File: src/rtl/rob_if.sv
// Issue, result-broadcast, operand-query and commit signals between the reorder buffer and the core.
interface rob_if #(
  parameter int ENTRY_W = 5
);
  logic               issue_valid;
  logic [5:0]         issue_rd;
  logic               issue_chk_pc;
  logic [31:0]        issue_pred_pc;
  logic               issue_is_store;
  logic               rob_full;
  logic [ENTRY_W-1:0] issue_entry;

  logic               rs_broadcast;
  logic [ENTRY_W-1:0] rs_entry_out;
  logic [31:0]        rs_result;
  logic [31:0]        rs_pc_out;
  logic               lsb_broadcast;
  logic [ENTRY_W-1:0] lsb_entry;
  logic [31:0]        lsb_result;

  logic [ENTRY_W-1:0] query_j_entry;
  logic [ENTRY_W-1:0] query_k_entry;
  logic               query_j_ready;
  logic               query_k_ready;
  logic [31:0]        query_j_value;
  logic [31:0]        query_k_value;

  logic               rob_commit;
  logic [ENTRY_W-1:0] rob_entry;
  logic [31:0]        rob_result;
  logic [5:0]         commit_rd;
  logic               store_commit;
  logic               rollback;
  logic [31:0]        rollback_pc;

  modport master (
    output issue_valid, issue_rd, issue_chk_pc, issue_pred_pc, issue_is_store,
    input  rob_full, issue_entry,
    output rs_broadcast, rs_entry_out, rs_result, rs_pc_out,
    output lsb_broadcast, lsb_entry, lsb_result,
    output query_j_entry, query_k_entry,
    input  query_j_ready, query_k_ready, query_j_value, query_k_value,
    input  rob_commit, rob_entry, rob_result, commit_rd, store_commit, rollback, rollback_pc
  );

  modport slave (
    input  issue_valid, issue_rd, issue_chk_pc, issue_pred_pc, issue_is_store,
    output rob_full, issue_entry,
    input  rs_broadcast, rs_entry_out, rs_result, rs_pc_out,
    input  lsb_broadcast, lsb_entry, lsb_result,
    input  query_j_entry, query_k_entry,
    output query_j_ready, query_k_ready, query_j_value, query_k_value,
    output rob_commit, rob_entry, rob_result, commit_rd, store_commit, rollback, rollback_pc
  );
endinterface

File: src/rtl/rob.sv
// Reorder buffer: hands out tags at issue, captures RS/LSB results, retires in program order
// and raises a one-cycle rollback when a checked next-PC turns out to be mispredicted.
module rob #(
  parameter int ROB_SIZE   = 16,
  parameter int ENTRY_W    = 5,
  parameter int ENTRY_NULL = ROB_SIZE
) (
  input logic  clk,
  input logic  rst,
  input logic  rdy,
  rob_if.slave bus
);
  localparam int PTR_W = $clog2(ROB_SIZE);
  localparam int CNT_W = $clog2(ROB_SIZE + 1);
  localparam logic [ENTRY_W-1:0] NULL_TAG = ENTRY_W'(ENTRY_NULL);

  typedef enum logic [1:0] {EMPTY, WAITING, READY} entry_state_e;

  entry_state_e state_q [ROB_SIZE];
  entry_state_e state_d [ROB_SIZE];

  logic [5:0]  rd_q        [ROB_SIZE];
  logic        chk_pc_q    [ROB_SIZE];
  logic        is_store_q  [ROB_SIZE];
  logic [31:0] pred_pc_q   [ROB_SIZE];
  logic [31:0] value_q     [ROB_SIZE];
  logic [31:0] actual_pc_q [ROB_SIZE];

  logic [PTR_W-1:0] head_q, head_d, tail_q, tail_d;
  logic [CNT_W-1:0] count_q, count_d;

  logic                issue_ok, retire, commit_now, mispredict, flush;
  logic [ROB_SIZE-1:0] rs_hit, lsb_hit;

  assign bus.rob_full    = (count_q == CNT_W'(ROB_SIZE));
  assign bus.issue_entry = ENTRY_W'(tail_q);

  // The cycle after a rollback pulse wipes the buffer; nothing else may act during it.
  assign flush      = bus.rollback;
  assign issue_ok   = bus.issue_valid && !bus.rob_full;
  assign retire     = (state_q[head_q] == READY);
  assign commit_now = retire && !flush;
  assign mispredict = chk_pc_q[head_q] && (actual_pc_q[head_q] != pred_pc_q[head_q]);

  always_comb begin
    for (int i = 0; i < ROB_SIZE; i++) begin
      rs_hit[i]  = bus.rs_broadcast && (bus.rs_entry_out == ENTRY_W'(i)) && (state_q[i] == WAITING);
      lsb_hit[i] = bus.lsb_broadcast && (bus.lsb_entry == ENTRY_W'(i)) && (state_q[i] == WAITING)
                   && !rs_hit[i];
    end
  end

  // NOTE: every signal written here gets its hold value first, so no path leaves it unassigned (no latch).
  always_comb begin
    head_d  = head_q;
    tail_d  = tail_q;
    count_d = count_q;
    for (int i = 0; i < ROB_SIZE; i++) state_d[i] = state_q[i];

    if (flush) begin
      for (int i = 0; i < ROB_SIZE; i++) state_d[i] = EMPTY;
      head_d  = '0;
      tail_d  = '0;
      count_d = '0;
    end else begin
      for (int i = 0; i < ROB_SIZE; i++) begin
        if (rs_hit[i] || lsb_hit[i]) state_d[i] = READY;
      end
      if (retire) begin
        state_d[head_q] = EMPTY;
        head_d          = head_q + PTR_W'(1);
      end
      // A full buffer never retires into the tail slot, so head and tail cannot collide here.
      if (issue_ok) begin
        state_d[tail_q] = WAITING;
        tail_d          = tail_q + PTR_W'(1);
      end
      count_d = count_q + CNT_W'(issue_ok) - CNT_W'(retire);
    end
  end

  // NOTE: clocked state uses non-blocking assignments so every register samples pre-edge values.
  always_ff @(posedge clk or posedge rst) begin
    if (rst) begin
      for (int i = 0; i < ROB_SIZE; i++) state_q[i] <= EMPTY;
      head_q  <= '0;
      tail_q  <= '0;
      count_q <= '0;
    end else if (rdy) begin
      state_q <= state_d;
      head_q  <= head_d;
      tail_q  <= tail_d;
      count_q <= count_d;
    end
  end

  // NOTE: payload arrays are not reset; an entry's state gates every read, so stale contents are never seen.
  always_ff @(posedge clk) begin
    if (rdy && !flush) begin
      if (issue_ok) begin
        rd_q[tail_q]       <= bus.issue_rd;
        chk_pc_q[tail_q]   <= bus.issue_chk_pc;
        pred_pc_q[tail_q]  <= bus.issue_pred_pc;
        is_store_q[tail_q] <= bus.issue_is_store;
      end
      for (int i = 0; i < ROB_SIZE; i++) begin
        if (rs_hit[i]) begin
          value_q[i]     <= bus.rs_result;
          actual_pc_q[i] <= bus.rs_pc_out;
        end else if (lsb_hit[i]) begin
          value_q[i] <= bus.lsb_result;
        end
      end
    end
  end

  always_ff @(posedge clk or posedge rst) begin
    if (rst) begin
      bus.rob_commit   <= 1'b0;
      bus.store_commit <= 1'b0;
      bus.rollback     <= 1'b0;
      bus.rob_entry    <= NULL_TAG;
      bus.rob_result   <= '0;
      bus.commit_rd    <= '0;
      bus.rollback_pc  <= '0;
    end else if (rdy) begin
      bus.rob_commit   <= commit_now;
      bus.store_commit <= commit_now && is_store_q[head_q];
      bus.rollback     <= commit_now && mispredict;
      if (commit_now) begin
        bus.rob_entry  <= ENTRY_W'(head_q);
        bus.rob_result <= value_q[head_q];
        bus.commit_rd  <= rd_q[head_q];
        if (mispredict) bus.rollback_pc <= actual_pc_q[head_q];
      end
    end
  end

  // Operand lookup: the null tag is always ready; a same-cycle broadcast bypasses the buffer.
  logic [ENTRY_W-1:0] q_tag   [2];
  logic               q_ready [2];
  logic [31:0]        q_value [2];

  assign q_tag[0] = bus.query_j_entry;
  assign q_tag[1] = bus.query_k_entry;

  always_comb begin
    for (int p = 0; p < 2; p++) begin
      q_ready[p] = 1'b0;
      q_value[p] = '0;
      if (q_tag[p] == NULL_TAG) begin
        q_ready[p] = 1'b1;
      end else if (bus.rs_broadcast && (bus.rs_entry_out == q_tag[p])) begin
        q_ready[p] = 1'b1;
        q_value[p] = bus.rs_result;
      end else if (bus.lsb_broadcast && (bus.lsb_entry == q_tag[p])) begin
        q_ready[p] = 1'b1;
        q_value[p] = bus.lsb_result;
      end else if ((q_tag[p] < ENTRY_W'(ROB_SIZE)) && (state_q[q_tag[p][PTR_W-1:0]] == READY)) begin
        q_ready[p] = 1'b1;
        q_value[p] = value_q[q_tag[p][PTR_W-1:0]];
      end
    end
  end

  assign bus.query_j_ready = q_ready[0];
  assign bus.query_j_value = q_value[0];
  assign bus.query_k_ready = q_ready[1];
  assign bus.query_k_value = q_value[1];
endmodule
File: src/flat_wrapper.sv
// flat-port wrapper written by rule: the top's interface ports become plain ports
module rob_flat 
#(
  parameter int ROB_SIZE   = 16,
  parameter int ENTRY_W    = 5,
  parameter int ENTRY_NULL = ROB_SIZE
)
  (clk, rst, rdy, bus_issue_valid, bus_issue_rd, bus_issue_chk_pc, bus_issue_pred_pc, bus_issue_is_store, bus_rob_full, bus_issue_entry, bus_rs_broadcast, bus_rs_entry_out, bus_rs_result, bus_rs_pc_out, bus_lsb_broadcast, bus_lsb_entry, bus_lsb_result, bus_query_j_entry, bus_query_k_entry, bus_query_j_ready, bus_query_k_ready, bus_query_j_value, bus_query_k_value, bus_rob_commit, bus_rob_entry, bus_rob_result, bus_commit_rd, bus_store_commit, bus_rollback, bus_rollback_pc);
  rob_if #(.ENTRY_W(ENTRY_W)) bus_i ();
  input logic clk;
  input logic rst;
  input logic rdy;
  input wire logic [$bits(bus_i.issue_valid)-1:0] bus_issue_valid;
  input wire logic [$bits(bus_i.issue_rd)-1:0] bus_issue_rd;
  input wire logic [$bits(bus_i.issue_chk_pc)-1:0] bus_issue_chk_pc;
  input wire logic [$bits(bus_i.issue_pred_pc)-1:0] bus_issue_pred_pc;
  input wire logic [$bits(bus_i.issue_is_store)-1:0] bus_issue_is_store;
  output wire logic [$bits(bus_i.rob_full)-1:0] bus_rob_full;
  output wire logic [$bits(bus_i.issue_entry)-1:0] bus_issue_entry;
  input wire logic [$bits(bus_i.rs_broadcast)-1:0] bus_rs_broadcast;
  input wire logic [$bits(bus_i.rs_entry_out)-1:0] bus_rs_entry_out;
  input wire logic [$bits(bus_i.rs_result)-1:0] bus_rs_result;
  input wire logic [$bits(bus_i.rs_pc_out)-1:0] bus_rs_pc_out;
  input wire logic [$bits(bus_i.lsb_broadcast)-1:0] bus_lsb_broadcast;
  input wire logic [$bits(bus_i.lsb_entry)-1:0] bus_lsb_entry;
  input wire logic [$bits(bus_i.lsb_result)-1:0] bus_lsb_result;
  input wire logic [$bits(bus_i.query_j_entry)-1:0] bus_query_j_entry;
  input wire logic [$bits(bus_i.query_k_entry)-1:0] bus_query_k_entry;
  output wire logic [$bits(bus_i.query_j_ready)-1:0] bus_query_j_ready;
  output wire logic [$bits(bus_i.query_k_ready)-1:0] bus_query_k_ready;
  output wire logic [$bits(bus_i.query_j_value)-1:0] bus_query_j_value;
  output wire logic [$bits(bus_i.query_k_value)-1:0] bus_query_k_value;
  output wire logic [$bits(bus_i.rob_commit)-1:0] bus_rob_commit;
  output wire logic [$bits(bus_i.rob_entry)-1:0] bus_rob_entry;
  output wire logic [$bits(bus_i.rob_result)-1:0] bus_rob_result;
  output wire logic [$bits(bus_i.commit_rd)-1:0] bus_commit_rd;
  output wire logic [$bits(bus_i.store_commit)-1:0] bus_store_commit;
  output wire logic [$bits(bus_i.rollback)-1:0] bus_rollback;
  output wire logic [$bits(bus_i.rollback_pc)-1:0] bus_rollback_pc;
  assign bus_i.issue_valid = bus_issue_valid;
  assign bus_i.issue_rd = bus_issue_rd;
  assign bus_i.issue_chk_pc = bus_issue_chk_pc;
  assign bus_i.issue_pred_pc = bus_issue_pred_pc;
  assign bus_i.issue_is_store = bus_issue_is_store;
  assign bus_rob_full = bus_i.rob_full;
  assign bus_issue_entry = bus_i.issue_entry;
  assign bus_i.rs_broadcast = bus_rs_broadcast;
  assign bus_i.rs_entry_out = bus_rs_entry_out;
  assign bus_i.rs_result = bus_rs_result;
  assign bus_i.rs_pc_out = bus_rs_pc_out;
  assign bus_i.lsb_broadcast = bus_lsb_broadcast;
  assign bus_i.lsb_entry = bus_lsb_entry;
  assign bus_i.lsb_result = bus_lsb_result;
  assign bus_i.query_j_entry = bus_query_j_entry;
  assign bus_i.query_k_entry = bus_query_k_entry;
  assign bus_query_j_ready = bus_i.query_j_ready;
  assign bus_query_k_ready = bus_i.query_k_ready;
  assign bus_query_j_value = bus_i.query_j_value;
  assign bus_query_k_value = bus_i.query_k_value;
  assign bus_rob_commit = bus_i.rob_commit;
  assign bus_rob_entry = bus_i.rob_entry;
  assign bus_rob_result = bus_i.rob_result;
  assign bus_commit_rd = bus_i.commit_rd;
  assign bus_store_commit = bus_i.store_commit;
  assign bus_rollback = bus_i.rollback;
  assign bus_rollback_pc = bus_i.rollback_pc;
  rob #(.ROB_SIZE(ROB_SIZE), .ENTRY_W(ENTRY_W), .ENTRY_NULL(ENTRY_NULL)) u_core (.clk(clk), .rst(rst), .rdy(rdy), .bus(bus_i));
endmodule
File: config.mk
export PLATFORM = sky130hd
export DESIGN_NAME = rob_flat
export DESIGN_NICKNAME = d
export VERILOG_FILES = /design/src/rtl/rob_if.sv /design/src/rtl/rob.sv /design/src/flat_wrapper.sv
export SDC_FILE = /design/constraint.sdc
export NUM_CORES = 2
export LEC_CHECK = 0
export BUFFER_PORTS_ARGS = -buffer_cell sky130_fd_sc_hd__buf_2
export CAP_MARGIN = 30
export CORE_MARGIN = 3
export CORE_UTILIZATION = 55
export CTS_BUF_LIST = sky130_fd_sc_hd__clkbuf_4
export CTS_CLUSTER_SIZE = 24
export DETAILED_ROUTE_END_ITERATION = 12
export GPL_TIMING_DRIVEN = 1
export PLACE_DENSITY = 0.72
export SYNTH_ARGS = -nofsm -noshare
export SYNTH_HDL_FRONTEND = slang
export SYNTH_SLANG_ARGS = --single-unit
export TNS_END_PERCENT = 1
File: constraint.sdc
create_clock -name clk -period 14.51 [get_ports clk]
set_clock_uncertainty 0.2 [all_clocks]
set_input_delay 0.7255 -clock clk [delete_from_list [all_inputs] [get_ports clk]]
set_output_delay 0.7255 -clock clk [all_outputs]
set_load 0.05 [all_outputs]
# --- Word level (Yosys, flattened, before mapping) ---
# Memory sizes are Yosys's and may differ from the RTL's. A register that Yosys moved wholly into a read port is not among the register bits.
# Index checks and enable logic that the tools add are counted.
classes:
  n_addsub: 4
  order_cmp: 8
  n_eq_ne: 57
  mux: 246
  n_bitwise: 25
  reduce_logical: 151
ops:
  columns: ["cell", "n"]
  rows:
  - ["two-way mux 32 bit", 43]
  - ["OR reduction 32 bit", 15]
  - ["two-way mux 1 bit", 138]
  - ["logical AND 1 bit", 94]
  - ["== test 5 x 4 -> 1 bit, second input constant", 16]
  - ["two-way mux 2 bit", 40]
  - ["two-way mux 4 bit", 19]
  - ["== test 5 x 3 -> 1 bit, second input constant", 8]
  - ["AND 32 bit", 1]
  - ["== test 2 x 1 -> 1 bit, second input constant", 16]
  - ["inequality test 32 bit", 1]
  - ["NOT 32 bit", 1]
  - ["binary-select mux 2 bit (select 4 bit)", 3]
  - ["== test 5 x 2 -> 1 bit, second input constant", 4]
  - ["== test 5 bit", 4]
  - [">= comparator 5 bit, second input constant", 4]
  - ["NOT 4 -> 5 bit", 4]
  - ["logical NOT 1 bit", 18]
  - ["AND 16 bit", 1]
  - ["demux 2 bit (select 4 bit)", 2]
  - ["logical OR 1 bit", 16]
  - ["NOT 16 bit", 1]
  - ["bitwise OR 1 bit", 16]
  - ["bitwise OR 16 bit", 1]
  - ["13 further kinds", 25]
word_totals:
  ff_bits: 85
  ram_bits: 1664
  inputBits: 162
  elab_cells: 521
  memories: 6
memory_table:
  columns: ["memory", "words", "word_bits", "rd", "rd_ports_with_merged_regs", "write_ports", "line_no", "source"]
  rows:
  - ["u_core.actual_pc_q", 16, 32, 1, 0, 1, "rob.sv:27", "logic [31:0] actual_pc_q [ROB_SIZE];"]
  - ["u_core.pred_pc_q", 16, 32, 1, 0, 1, "rob.sv:25", "logic [31:0] pred_pc_q [ROB_SIZE];"]
  - ["u_core.value_q", 16, 32, 3, 1, 16, "rob.sv:26", "logic [31:0] value_q [ROB_SIZE];"]
  - ["u_core.rd_q", 16, 6, 1, 1, 1, "rob.sv:22", "logic [5:0] rd_q [ROB_SIZE];"]
  - ["u_core.chk_pc_q", 16, 1, 1, 0, 1, "rob.sv:23", "logic chk_pc_q [ROB_SIZE];"]
  - ["u_core.is_store_q", 16, 1, 1, 0, 1, "rob.sv:24", "logic is_store_q [ROB_SIZE];"]

# --- Longest topological paths before layout ---
depth:
  depth_word: 22
  depth_mapped: 19
  ltp_nobuf: 16

# --- Worst setup path before layout ---
# Ideal clock, no wire load.
synth_path:
  path_kind: "input-to-reg"
  from: "in rdy"
  to: "mem u_core.actual_pc_q[9][0], enable pin"
  arrival_time_ps: 5108
  slack_ps: 8700
  stages: 7
  path_buffers: 3
  cell_sequence: "clkbuf_1 > inv_1 > nor2_1 > clkbuf_1 > buf_1 > nand2_1 > nor4_1"
synth_via:
  elab_chain_len: 19
  elab_cells_between_ends: 78
  cone_classes: "mux (62); reduce/logical (16)"
synth_lines:
  columns: ["element", "line_no", "source"]
  rows:
  - ["start, declared", "flat_wrapper.sv:12", "input logic rdy;"]
  - ["logical AND 1 bit (*)", "rob.sv:99", "if (rdy && !flush) begin"]
  - ["two-way mux 1 bit", "rob.sv:99", null]
  - ["two-way mux 1 bit (implied by the code)", "rob.sv:109", "actual_pc_q[i] <= bus.rs_pc_out;"]
  - ["OR reduction 32 bit (no source line)", null, null]
  - ["two-way mux 4 bit (no source line) / two-way mux 1 bit (equally long branches) (15 in a row)", null, null]
  - ["end, declared", "rob.sv:27", null]
# Every way passes the cells marked *; elsewhere a longest branch is shown, timed or not.

# --- Worst setup path in the final report ---
layout_path:
  from: "reg u_core.state_q[22] (netlist bit)"
  to: "out bus_query_k_value[10]"
layout_via:
  elab_chain_len: 9
layout_lines:
  columns: ["element", "line_no", "source"]
  rows:
  - ["start, declared", "rob.sv:19", "entry_state_e state_q [ROB_SIZE];"]
  - ["start signal, assigned", "rob.sv:90", "state_q <= state_d;"]
  - ["binary-select mux 2 bit (select 4 bit)", "rob.sv:159", "end else if ((q_tag[p] < ENTRY_W'(ROB_SIZE)) && (state_q[q_tag[p][PTR_W-1:0]] == READY)) begin"]
  - ["two-way mux 2 bit (implied by the code) (2 in a row)", "rob.sv:159", null]
  - ["== test 2 bit", "rob.sv:159", null]
  - ["logical AND 1 bit", "rob.sv:159", null]
  - ["two-way mux 32 bit", "rob.sv:159", null]
  - ["two-way mux 32 bit", "rob.sv:156", "end else if (bus.lsb_broadcast && (bus.lsb_entry == q_tag[p])) begin"]
  - ["two-way mux 32 bit", "rob.sv:153", "end else if (bus.rs_broadcast && (bus.rs_entry_out == q_tag[p])) begin"]
  - ["two-way mux 32 bit", "rob.sv:151", "if (q_tag[p] == NULL_TAG) begin"]
  - ["end, declared", "flat_wrapper.sv:32", "output wire logic [$bits(bus_i.query_k_value)-1:0] bus_query_k_value;"]
# Every way passes these cells. The select of a mux whose other input is x is not followed.

==> impl_metrics.toml <==
[yosys]
yosysSeqAreaShare_pct = 62.8
synth_edf_count = 1664
ys.flop_type = "edfxtp_1"
syn_avg_cell_area_um2 = 18.8
ys_types = 56
ys_ff_latch = 1787
synth_area_um2 = 84500
syn_inst = 4487
ys_async_sr_fraction_pct = 6.88
yosys_warnings = 0
syn-num-nets = 4664

[run]
drv_cap = 0

[power_and_ir_drop]
powerDensity_nw_per_um2 = 125
vdd_ir_drop_max_mv = 0.126
power.net_switching_mw = 3.23
power_frac_seq_pct = 48.3
clock_power_share_pct = 35.2
intPower_mw = 8.90
combPwrFrac_pct = 16.5
leakagePower_nw = 32.4
switching_share_pct = 26.6

[critical_path]
critPathTopFamily = "simple AND/OR/NAND/NOR gates"
crit_top_cell = "a211oi_1"
startpoint_type = "register"
critPathMaxFanout = 22
critPathBufInv = 2
crit_path_end_kind = "output pin"
worstSetupPathType = "reg -> out"
slowest_delay_ps = 640
path_cells = "nand2b_1 > mux4_2 > nor2_1 > a211oi_1 > a211oi_1 > nor2b_4 > buf_4 > a221oi_1 > nor3_1 > buf_2"
slowest_stage = "a211oi_1"
worstPathRequired_ps = 13580
arrival_ps = 5600

[timing]
min_period_over_period_pct = 45.0
setup_tns_ps = 0
clock.fmax_mhz = 153
period_needed_ps = 6530
slew_viol_final = 0
rsz0062_at_grt = "no"
layout_setup_ws_ps = 7980
worst_pin_slew_ps = 1050
slew_headroom_pct = 30.1
final_hold_viol_count = 0
setup_violations = 0

[floorplanning]
core-area_um2 = 152000
die_w_um = 398
die_h_um = 398
die_area_um2 = 158000
pin_count = 312
initial_utilization_pct = 55.5
rows = 143

[grt]
use_met2_pct = 50.1
grt_util_all_layers_pct = 32.6
grt.met3_usage_pct = 8.48
grt_overflow = 0
antenna_found_initial = 33
grt_use_met1_pct = 44.8
grt_pass1_wl_mm = 368
busiest_layer = "met2"
grt_max_degree = 139
grt_pass1_vias = 52960

[drt]
drt_iter0_markers = 7047
firstDrtPassIters = 6
ant_nets = 0
viasPerCell = 6.81
drc = 0
vias = 51774
drt-total-wl_mm = 256
post_drt_wl_per_cell_um = 33.7

[cts]
cts_max_level = 5
cts_made_buffers = 457
clk_latency_ps = 1390
cts_resized = 0
cts_tree = "yes"
clock_sinks = 1787
post_cts_buffers = 0
ctsRootBufferMaster = "clkbuf_4"
clockBufferDepth = 4
cts.clk_slew.worst_paths_ps = 70

[placement]
io_buffers = 310
hpwl_mm = 134
gp_congestion = 0.883
pre_cts_slack_ps = 7850

[layout]
fill_cells = 10685
syn_to_final_growth_pct = 14.6
drive_gt1_share_pct = 46.3
nNetsFinal = 5376

[status]
status = "finished clean"

[hold_path]
hold_class = "in -> reg"
-- metal layers --
metal  up-vias  wire length (um)  part of all wire [%]
met5         -               108                 0.042
met4        18             10400                   4.1
met3       759             30400                    12
met2      3661            121000                    47
met1     26785             94500                    37
li1      20551                 -                     -
-- what timing repair did --
action,4_1_cts,5_1_grt
hold buffers,245,0
endpoints found under the hold margin,1833,0
endpoints found under the setup margin,0,0
-- worst register-to-register path: stages (launching register included) --
cell,delay [ps]
dfrtp_4,920
buf_12,600
buf_12,790
mux4_2,620
a22oi_1,190
nand2_1,160
xor2_1,250
nor4_1,680
nand4_1,280
o211ai_4,740
buf_4,520
mux2_1,400
-- sequential cells by signal (all words and copies together), names as in the netlist --
name                     cells
u_core.rd_q                 96
u_core.bus.rollback_pc      32
u_core.bus.rob_result       32
u_core.is_store_q           16
u_core.bus.rollback          1
u_core.head_q                4
u_core.bus.store_commit      1
u_core.bus.rob_commit        1
u_core.pred_pc_q           512
u_core.tail_q                4
u_core.state_q              32
u_core.count_q               5
u_core.actual_pc_q         512
u_core.bus.commit_rd         6
u_core.chk_pc_q             16
u_core.value_q             512
u_core.bus.rob_entry         5
-- cell families (layout without fill, tap and decap cells) --
kind of cell               count (synthesis)  count (layout)  share of synthesized area (%)
other                                      1              20                        0.00444
adders and majority gates                 15              15                          0.231
and+or+nand+nor                          496             496                           2.71
muxes                                   1375            1375                           28.8
AOI/OAI and AO/OA                        313             313                           2.76
DFF                                     1787            1787                           62.8
buffers and inverters                    445            1516                           2.11
xor gates and xnor gates                  55              55                          0.570
-- power groups by stage --
stage	clock network (mW)	logic (mW)	registers, mW
floorplan	0	1.33	6.04
global placement	0	1.90	5.96
detailed placement	0	1.93	5.97
CTS	4.34	1.99	5.86
global route	4.61	2.13	5.87
finish	4.27	2.00	5.86
-- Yosys cell counts (all sizes together), types with 18 or more instances --
library cell | count | share of area [%]
mux4 | 789 | 21
mux2 | 586 | 7.8
nor2 | 147 | 0.65
nor3 | 77 | 0.46
nand2b | 20 | 0.15
edfxtp | 1664 | 59
inv | 18 | 0.080
a22oi | 128 | 1.1
clkbuf | 325 | 1.4
nand2 | 132 | 0.59
xor2 | 48 | 0.50
buf | 102 | 0.59
o21ai | 31 | 0.18
dfrtp | 122 | 3.6
nor2b | 41 | 0.30
nand3 | 24 | 0.14
a221oi | 64 | 0.66
a21oi | 21 | 0.12
-- cell type report --
type / count / area, um^2 / area share, %
tap: 2030 / 2540 / 2.62
antenna: 19 / 47.5 / 0.0491
inverter: 18 / 75.1 / 0.0775
timing repair buffer: 680 / 5220 / 5.38
sequential: 1787 / 53100 / 54.8
clock inverter: 132 / 627 / 0.647
clock buffer: 686 / 5150 / 5.32
multi-input combinational: 2255 / 30100 / 31.1
-- layout by cell type (no fill, tap or decap), types with 29 or more instances in the layout --
cell,synthesis,layout
o21ai_0,31,30
dfrtp_1,122,118
nor2_4,0,35
nor2_1,147,111
buf_4,7,112
mux2_1,29,29
nor2b_1,41,37
mux4_2,789,789
a221oi_1,64,64
clkbuf_4,0,686
clkinv_1,0,105
xor2_1,48,48
edfxtp_1,1664,1664
mux2_2,557,557
nand2_1,132,131
nor3_1,77,74
a22oi_1,128,128
buf_2,45,304
dlygate4sd3_1,0,245
-- worst paths after layout --
| kind | from | endpoint | cells past startpoint | slack [ps] |
|---|---|---|---|---|
| setup reg to reg | u_core.head_q[1] | u_core.bus.rollback_pc[8] | 11 | 8080 |
| hold reg to reg | u_core.bus.rob_commit | u_core.bus.rob_commit | 1 | 280 |
| setup / recovery | u_core.state_q[22] | bus_query_k_value[10] | 10 | 7980 |
| max in group asynchronous | rst | u_core.head_q[3] | 5 | 12050 |
| hold / removal | bus_issue_pred_pc[31] | u_core.pred_pc_q[5][31] | 2 | 160 |
| min in group asynchronous | rst | u_core.bus.rollback_pc[10] | 4 | 540 |
-- per-stage QoR --
stage	instances	power [mW]	hold slack, ps	utilization, %	cell area (um^2)
6_report	7607	12.1	156	63.6	96900
5_1_grt	7597	12.6	75.0	63.6	96800
4_1_cts	7582	12.2	0.249	63.5	96700
3_5_place_dp	6519	7.90	268	58.1	88400
3_3_place_gp	6513	7.86	266	58.0	88300
2_1_floorplan	4487	7.37	265	-	84500
(Power assumes the default switching activity.)
